==> config.mk <==
export PLATFORM = sky130hd
export DESIGN_NAME = softmax_row_scheduler_flat
export DESIGN_NICKNAME = d
export VERILOG_FILES = /design/src/rtl/softmax_row_scheduler_if.sv /design/src/rtl/softmax_row_scheduler.sv /design/src/flat_wrapper.sv
export SDC_FILE = /design/constraint.sdc
export NUM_CORES = 1
export LEC_CHECK = 0
export ABC_AREA = 1
export ABC_CLOCK_PERIOD_IN_PS = 4400
export BUFFER_PORTS_ARGS = -buffer_cell sky130_fd_sc_hd__buf_4
export CAP_MARGIN = 20
export CORE_AREA = 3 3 315 317
export DETAILED_ROUTE_END_ITERATION = 8
export DIE_AREA = 0 0 318 320
export GPL_ROUTABILITY_DRIVEN = 0
export GPL_TIMING_DRIVEN = 0
export PLACE_DENSITY_LB_ADDON = 0.15
export SETUP_SLACK_MARGIN = 0.5
export SLEW_MARGIN = 30
export SYNTH_ARGS = -nofsm -noshare
export SYNTH_HDL_FRONTEND = slang
export SYNTH_SLANG_ARGS = --single-unit
export TNS_END_PERCENT = 1
==> constraint.sdc <==
create_clock -name clk -period 4.4 [get_ports clk]
set_input_delay 0 -clock clk [delete_from_list [all_inputs] [get_ports clk]]
set_output_delay 0 -clock clk [all_outputs]
set_load 0.02 [all_outputs]
==> src/rtl/softmax_row_scheduler_if.sv <==
// Requester-side and response-side handshake bundle for softmax_row_scheduler.
// The scheduler uses the slave modport; the requester/consumer side uses master.
interface softmax_row_scheduler_if #(
    parameter int NREQ = 4,
    parameter int ID_W = 2
);
    logic [NREQ-1:0]     req_valid;
    logic [NREQ*128-1:0] req_data;
    logic [NREQ-1:0]     req_ready;
    logic                rsp_valid;
    logic                rsp_ready;
    logic [ID_W-1:0]     rsp_id;
    logic [127:0]        rsp_data;
    logic                rsp_err;

    modport master (
        output req_valid, req_data, rsp_ready,
        input  req_ready, rsp_valid, rsp_id, rsp_data, rsp_err
    );

    modport slave (
        input  req_valid, req_data, rsp_ready,
        output req_ready, rsp_valid, rsp_id, rsp_data, rsp_err
    );
endinterface

==> src/rtl/softmax_row_scheduler.sv <==
// Round-robin sharing of one 4-element softmax engine among NREQ requesters:
// grant, Start pulse, four serial Datain words, Done/timeout wait, tagged response.
module softmax_row_scheduler #(
    parameter int NREQ    = 4,
    parameter int ID_W    = 2,
    parameter int TIMEOUT = 255,
    parameter int TO_W    = 8
) (
    input  logic                   clk,
    input  logic                   rst,
    softmax_row_scheduler_if.slave bus,
    output logic                   sm_start,
    output logic [31:0]            sm_din,
    output logic [2:0]             sm_n,
    input  logic [127:0]           sm_y,
    input  logic                   sm_done,
    output logic                   busy,
    output logic                   err_timeout
);
    typedef enum logic [2:0] {IDLE, PULSE, FEED0, FEED1, FEED2, FEED3, WAIT, RESP} state_t;

    state_t          state, state_nxt;
    logic [ID_W-1:0] rr_ptr, cur_id, win_id;
    logic            win_found, take, to_hit;
    logic [ID_W:0]   scan;
    logic [127:0]    row_buf, rsp_data_q;
    logic            rsp_err_q;
    logic [TO_W-1:0] to_cnt;

    // Search from rr_ptr upward, wrapping, for the first requester with a row.
    always_comb begin
        win_found = 1'b0;
        win_id    = '0;
        scan      = '0;
        for (int i = 0; i < NREQ; i++) begin
            scan = {1'b0, rr_ptr} + (ID_W+1)'(i);
            if (scan >= (ID_W+1)'(NREQ)) scan = scan - (ID_W+1)'(NREQ);
            if (!win_found && bus.req_valid[scan[ID_W-1:0]]) begin
                win_found = 1'b1;
                win_id    = scan[ID_W-1:0];
            end
        end
    end

    assign take   = (state == IDLE) && win_found;
    assign to_hit = (to_cnt == TO_W'(TIMEOUT - 1));

    // req_ready is gated by rst so the strobe stays low while reset is held.
    always_comb begin
        bus.req_ready = '0;
        if (take && rst) bus.req_ready[win_id] = 1'b1;
    end

    always_comb begin
        state_nxt = state;
        sm_start  = 1'b0;
        sm_din    = '0;
        unique case (state)
            IDLE:  if (win_found) state_nxt = PULSE;
            PULSE: begin
                sm_start  = 1'b1;
                sm_din    = row_buf[31:0];
                state_nxt = FEED0;
            end
            FEED0: begin
                sm_din    = row_buf[31:0];
                state_nxt = FEED1;
            end
            FEED1: begin
                sm_din    = row_buf[63:32];
                state_nxt = FEED2;
            end
            FEED2: begin
                sm_din    = row_buf[95:64];
                state_nxt = FEED3;
            end
            FEED3: begin
                sm_din    = row_buf[127:96];
                state_nxt = WAIT;
            end
            WAIT:  if (sm_done || to_hit) state_nxt = RESP;
            RESP:  if (bus.rsp_ready) state_nxt = IDLE;
            default: state_nxt = IDLE;
        endcase
    end

    always_ff @(posedge clk or negedge rst) begin
        if (!rst) begin
            state       <= IDLE;
            rr_ptr      <= '0;
            cur_id      <= '0;
            to_cnt      <= '0;
            rsp_data_q  <= '0;
            rsp_err_q   <= 1'b0;
            err_timeout <= 1'b0;
        end else begin
            state <= state_nxt;
            if (take) begin
                cur_id <= win_id;
                rr_ptr <= (win_id == ID_W'(NREQ - 1)) ? '0 : win_id + 1'b1;
            end
            if (state == FEED3)     to_cnt <= '0;
            else if (state == WAIT) to_cnt <= to_cnt + 1'b1;
            // Done takes priority over a timeout landing on the same cycle.
            if (state == WAIT) begin
                if (sm_done) begin
                    rsp_data_q <= sm_y;
                    rsp_err_q  <= 1'b0;
                end else if (to_hit) begin
                    rsp_data_q  <= '0;
                    rsp_err_q   <= 1'b1;
                    err_timeout <= 1'b1;
                end
            end
        end
    end

    // Row snapshot: later req_data changes cannot reach the job in flight.
    always_ff @(posedge clk) begin
        if (take) row_buf <= bus.req_data[128*win_id +: 128];
    end

    assign sm_n          = 3'd3;
    assign busy          = (state != IDLE);
    assign bus.rsp_valid = (state == RESP);
    assign bus.rsp_id    = cur_id;
    assign bus.rsp_data  = rsp_data_q;
    assign bus.rsp_err   = rsp_err_q;
endmodule

==> src/flat_wrapper.sv <==
// flat-port wrapper written by rule: the top's interface ports become plain ports
module softmax_row_scheduler_flat 
#(
    parameter int NREQ    = 4,
    parameter int ID_W    = 2,
    parameter int TIMEOUT = 255,
    parameter int TO_W    = 8
)
  (clk, rst, sm_start, sm_din, sm_n, sm_y, sm_done, busy, err_timeout, bus_req_valid, bus_req_data, bus_rsp_ready, bus_req_ready, bus_rsp_valid, bus_rsp_id, bus_rsp_data, bus_rsp_err);
  softmax_row_scheduler_if #(.NREQ(NREQ), .ID_W(ID_W)) bus_i ();
  input  logic clk;
  input  logic rst;
  output logic sm_start;
  output logic [31:0] sm_din;
  output logic [2:0] sm_n;
  input  logic [127:0] sm_y;
  input  logic sm_done;
  output logic busy;
  output logic err_timeout;
  input wire logic [$bits(bus_i.req_valid)-1:0] bus_req_valid;
  input wire logic [$bits(bus_i.req_data)-1:0] bus_req_data;
  input wire logic [$bits(bus_i.rsp_ready)-1:0] bus_rsp_ready;
  output wire logic [$bits(bus_i.req_ready)-1:0] bus_req_ready;
  output wire logic [$bits(bus_i.rsp_valid)-1:0] bus_rsp_valid;
  output wire logic [$bits(bus_i.rsp_id)-1:0] bus_rsp_id;
  output wire logic [$bits(bus_i.rsp_data)-1:0] bus_rsp_data;
  output wire logic [$bits(bus_i.rsp_err)-1:0] bus_rsp_err;
  assign bus_i.req_valid = bus_req_valid;
  assign bus_i.req_data = bus_req_data;
  assign bus_i.rsp_ready = bus_rsp_ready;
  assign bus_req_ready = bus_i.req_ready;
  assign bus_rsp_valid = bus_i.rsp_valid;
  assign bus_rsp_id = bus_i.rsp_id;
  assign bus_rsp_data = bus_i.rsp_data;
  assign bus_rsp_err = bus_i.rsp_err;
  softmax_row_scheduler #(.NREQ(NREQ), .ID_W(ID_W), .TIMEOUT(TIMEOUT), .TO_W(TO_W)) u_core (.clk(clk), .rst(rst), .bus(bus_i), .sm_start(sm_start), .sm_din(sm_din), .sm_n(sm_n), .sm_y(sm_y), .sm_done(sm_done), .busy(busy), .err_timeout(err_timeout));
endmodule
==> results.md <==
- The run finished with clean final reports.
- After detailed placement, the design holds a cell count of 4526.
- 822 I/O pins were placed.
- Once detailed placement completed, the half-perimeter wirelength came to 84900 um.
- The leftover overflow at the end of global routing is 0.
- In the global route stage, overall resource usage came out at 0.203.
- The number of hold violations in the final report is 0.
- The type of origin of the critical path is a flop.
- In the final layout, the share of cells above drive strength 1 is 0.264.
- The initial standard-cell utilization of the core is 0.172.
- The area growth from synthesis to layout is 86.5%.
- The post-route clock skew is 0.0178 ns.
- The shortest period the worst path allows is 3.75 ns.
- The cell taking the most area after synthesis is nand2_1.
- The final layout contains 4442 nets.
- The worst max-slew margin expressed relative to the limit is 0.323.
- The sort of element at the end of the critical path is a flop.
- The via count of the first global-routing pass was 22150.
- The DRC violations left is 0.
- Of the synthesized area, sequential elements account for 0.450.
- The number of warnings issued by yosys is 0.
- The count of routing violations after the opening detailed-route iteration is 1168.
- The area of the multi-input gates is 7240 sq um.
- The worst path meets setup with 0.651 ns of slack.
- The number of nets with antenna violations after routing is 0.
- The register-to-register path setup slack is between 0.6 and 0.7 ns.
- The top flip-flop cell by instance count after synthesis is dfrtp_1.
- The post-detailed-route wirelength per cell is around 21 um.
- The portion of the clock cycle consumed by the worst path in the final layout is 0.852.
- The area of the core region is about 97000 sq um.
- In this run the vertical extent of the chip is approximately 320 um.
- Timing would allow up to around 270 MHz.
- Clock tree synthesis selected as its root buffer the cell clkbuf_16.
- Entering global routing, the biggest net connects 77 pins.
- The cell area that synthesis handed to floorplanning was 16600 sq um.
- The share of flip-flops with an asynchronous set or reset is 0.531.
- The number of cells in the finished layout apart from fillers is approximately 5100.
- The final setup violation count is 0.
- Clock tree synthesis inserted a total of 39 buffers.
- The routed layout has 21203 vias.
- Fill cells in the final layout number 10743.
- The share of synthesized area in the top cell type comes to 0.244.
- The detail-routed via count per cell is about 4.2.
- Power spread over the standard cell area amounts to 894 nW/um^2.
- The die span in x is 318 um.
- Setup repair after global routing could not meet its margin everywhere.
- After synthesis, the netlist uses 28 different library cells.
- The final max-slew violation count is 0.
- Counting flops and latches in the post-synthesis netlist gives 273.
- At the end of the flow the core is filled with cells to 0.320.
- Wires add up to 107000 um.
- The data required time of the critical path is 4.68 ns.
- The clock transition at the registers of the reported paths is 0.06 ns.
- By startpoint and endpoint, the worst setup path is classified as reg2reg.
- In this run, synthesis inferred between 100 and 150 flip-flops with an integrated enable.
- After synthesis, the cell types taking the most area are nand2_1, edfxtp_1, dfrtp_1, nand3_1, inv_1.
- In this run the core area contains 114 standard-cell rows.
- The worst register-to-register path begins at u_core.rr_ptr[1].
- In this run the worst path has a maximum fanout of 10.
- The die covers between 100000 and 150000 sq um.
- In this run the tool buffered the top-level ports with 818 buffer cells.
- The first global-routing pass estimated 152000 um of wire.
- Synthesis produced 2423 cells.
- The level count of the clock H-tree is 2.
- Timing analysis after detailed placement gives a worst setup slack of 1.35 ns.
- Before antenna repair, the detailed router went through 5 iterations.
- The CTS sink count is between 200 and 300.
- Across the VDD grid, the largest voltage drop is 0.367 mV.
- The leakage power of the design is 16.1 nW.
- The clock tree from TritonCTS is done.
- The number of violations of the max-capacitance limit is 0.
- The worst flop-to-flop path endpoint is u_core.row_buf[99].
- At the later pin of the worst-skew pair, clock insertion delay measures 0.55 ns.
- The critical path arrival is 4.03 ns.
- The tightest min-delay check is of the in2async type.
- In this run the deepest clock path goes through 3 buffers.
- The total power is 27.7 mW.
- In the final layout, flip-flops and latches occupy 7470 sq um.
- After synthesis, the mean cell area works out to 6.85 sq um.
- The pin slew with the least headroom to its limit is between 1 and 1.5 ns.
- The depth of the worst register-to-register path is 15.
- The number of antenna violations at the first check in global routing is 20.
==> cells in the final DEF, fill, tap and decap left out, types with 2 or more instances in the layout <==
cell type,n
buf_4,836
dlygate4sd3_1,500
nand2_1,1078
clkbuf_4,7
nand3_1,524
clkinv_1,3
clkbuf_2,10
buf_8,2
dfrtp_1,145
clkbuf_1,63
a21oi_1,4
buf_6,4
conb_1,3
nand4_1,34
buf_16,2
edfxtp_1,128
clkbuf_16,41
clkbuf_8,7
ha_1,3
o21a_1,2
bufinv_16,5
inv_2,5
clkinv_2,2
inv_6,2
diode_2,10
nor3_1,5
inv_1,277
buf_1,3
buf_2,69
o21ai_0,18
nand2_2,4
nor2_1,14
buf_12,5
==> state kept, by name, indices dropped and copies added (netlist names) <==
name and cells:
u_core.bus.rsp_data 128, u_core.bus.rsp_err 1, u_core.bus.rsp_id 2, u_core.err_timeout 1
u_core.row_buf 128, u_core.rr_ptr 2, u_core.state 3, u_core.to_cnt 8
==> routing by layer <==
layer,vias to the layer above,share of wire,track usage
li1,10399,-,-
met1,9922,0.39,0.234
met2,749,0.51,0.376
met3,127,0.062,0.0438
met4,6,0.031,0.0582
met5,-,0.00038,0
==> power by group <==
group	switching (mW)	internal, mW	total [mW]	leakage [nW]
registers	0.552	4.45	5.00	3.02
clock network	1.29	2.11	3.40	0.665
logic	11.6	7.64	19.3	12.4
==> cell usage after synthesis (all sizes together), types with 2 or more instances <==
cell type,instances
nor2,15
dfrtp,145
nand2,1083
edfxtp,128
o21ai,19
clkbuf,68
buf,102
nor3,6
o21a,2
nand3,524
ha,3
a21oi,4
inv,283
conb,2
nand4,34
==> kinds of logic after synthesis <==
logic type	count (synthesis)	share of synthesized area
AOI/OAI and AO/OA	28	0.00913
adders and majority gates	3	0.00226
buffers and inverters	453	0.114
DFF	273	0.450
other	2	0.000453
and+or+nand+nor	1664	0.424
==> how the worst max path moves through the flow <==
stage,from,to,slack (ns),cells past startpoint
5_1_grt,u_core.rr_ptr[1],u_core.row_buf[99],0.40,15
2_1_floorplan,u_core.rr_ptr[0],u_core.row_buf[0],0.88,9
4_1_cts,u_core.rr_ptr[1],u_core.row_buf[99],0.51,15
6_report,u_core.rr_ptr[1],u_core.row_buf[99],0.65,15
3_5_place_dp,u_core.rr_ptr[1],u_core.row_buf[111],1.35,12
3_3_place_gp,u_core.rr_ptr[0],u_core.row_buf[89],-0.89,9
==> what timing repair did <==
action	4_1_cts	5_1_grt
endpoints found under the hold margin	401	1
resized for setup	0	22
hold buffers	499	1
endpoints found under the setup margin	0	65
buffers inserted	0	0
==> critical path, cell delays in order, from the launching register on <==
cell           delay (ns)
dfrtp_1              0.49
inv_2                0.09
nand2_1              0.07
nand2_1              0.09
nand2_1              0.10
nand2_1              0.09
nor2_4               0.12
nand3_1              0.10
nand2_2              0.20
buf_4                0.30
buf_2                0.36
nand3_1              0.12
nand3_1              0.10
dlygate4sd3_1        0.55
nand2_1              0.08
dlygate4sd3_1        0.61
==> area by class of cell <==
cell class | count | share of cell area
Sequential cell | 273 | 0.241
Clock inverter | 14 | 0.00691
Inverter | 283 | 0.0345
Buffer | 170 | 0.0282
Timing Repair Buffer | 1326 | 0.366
Tap cell | 1276 | 0.0516
Multi-Input combinational cell | 1698 | 0.234
Antenna cell | 10 | 0.000809
Clock buffer | 53 | 0.0369
==> per-stage QoR <==
stage | setup TNS (ns) | hold WS (ns) | instance area [sq um]
finish | 0 | 0.0131 | 30900
floorplan | 0 | -0.296 | 16600
global placement | -115.09 | 0.232 | 24300
CTS | 0 | 0.000155 | 30900
detailed placement | 0 | 0.0344 | 24500
global route | 0 | 0.0243 | 30900
Power figures use the tool's default switching activity.
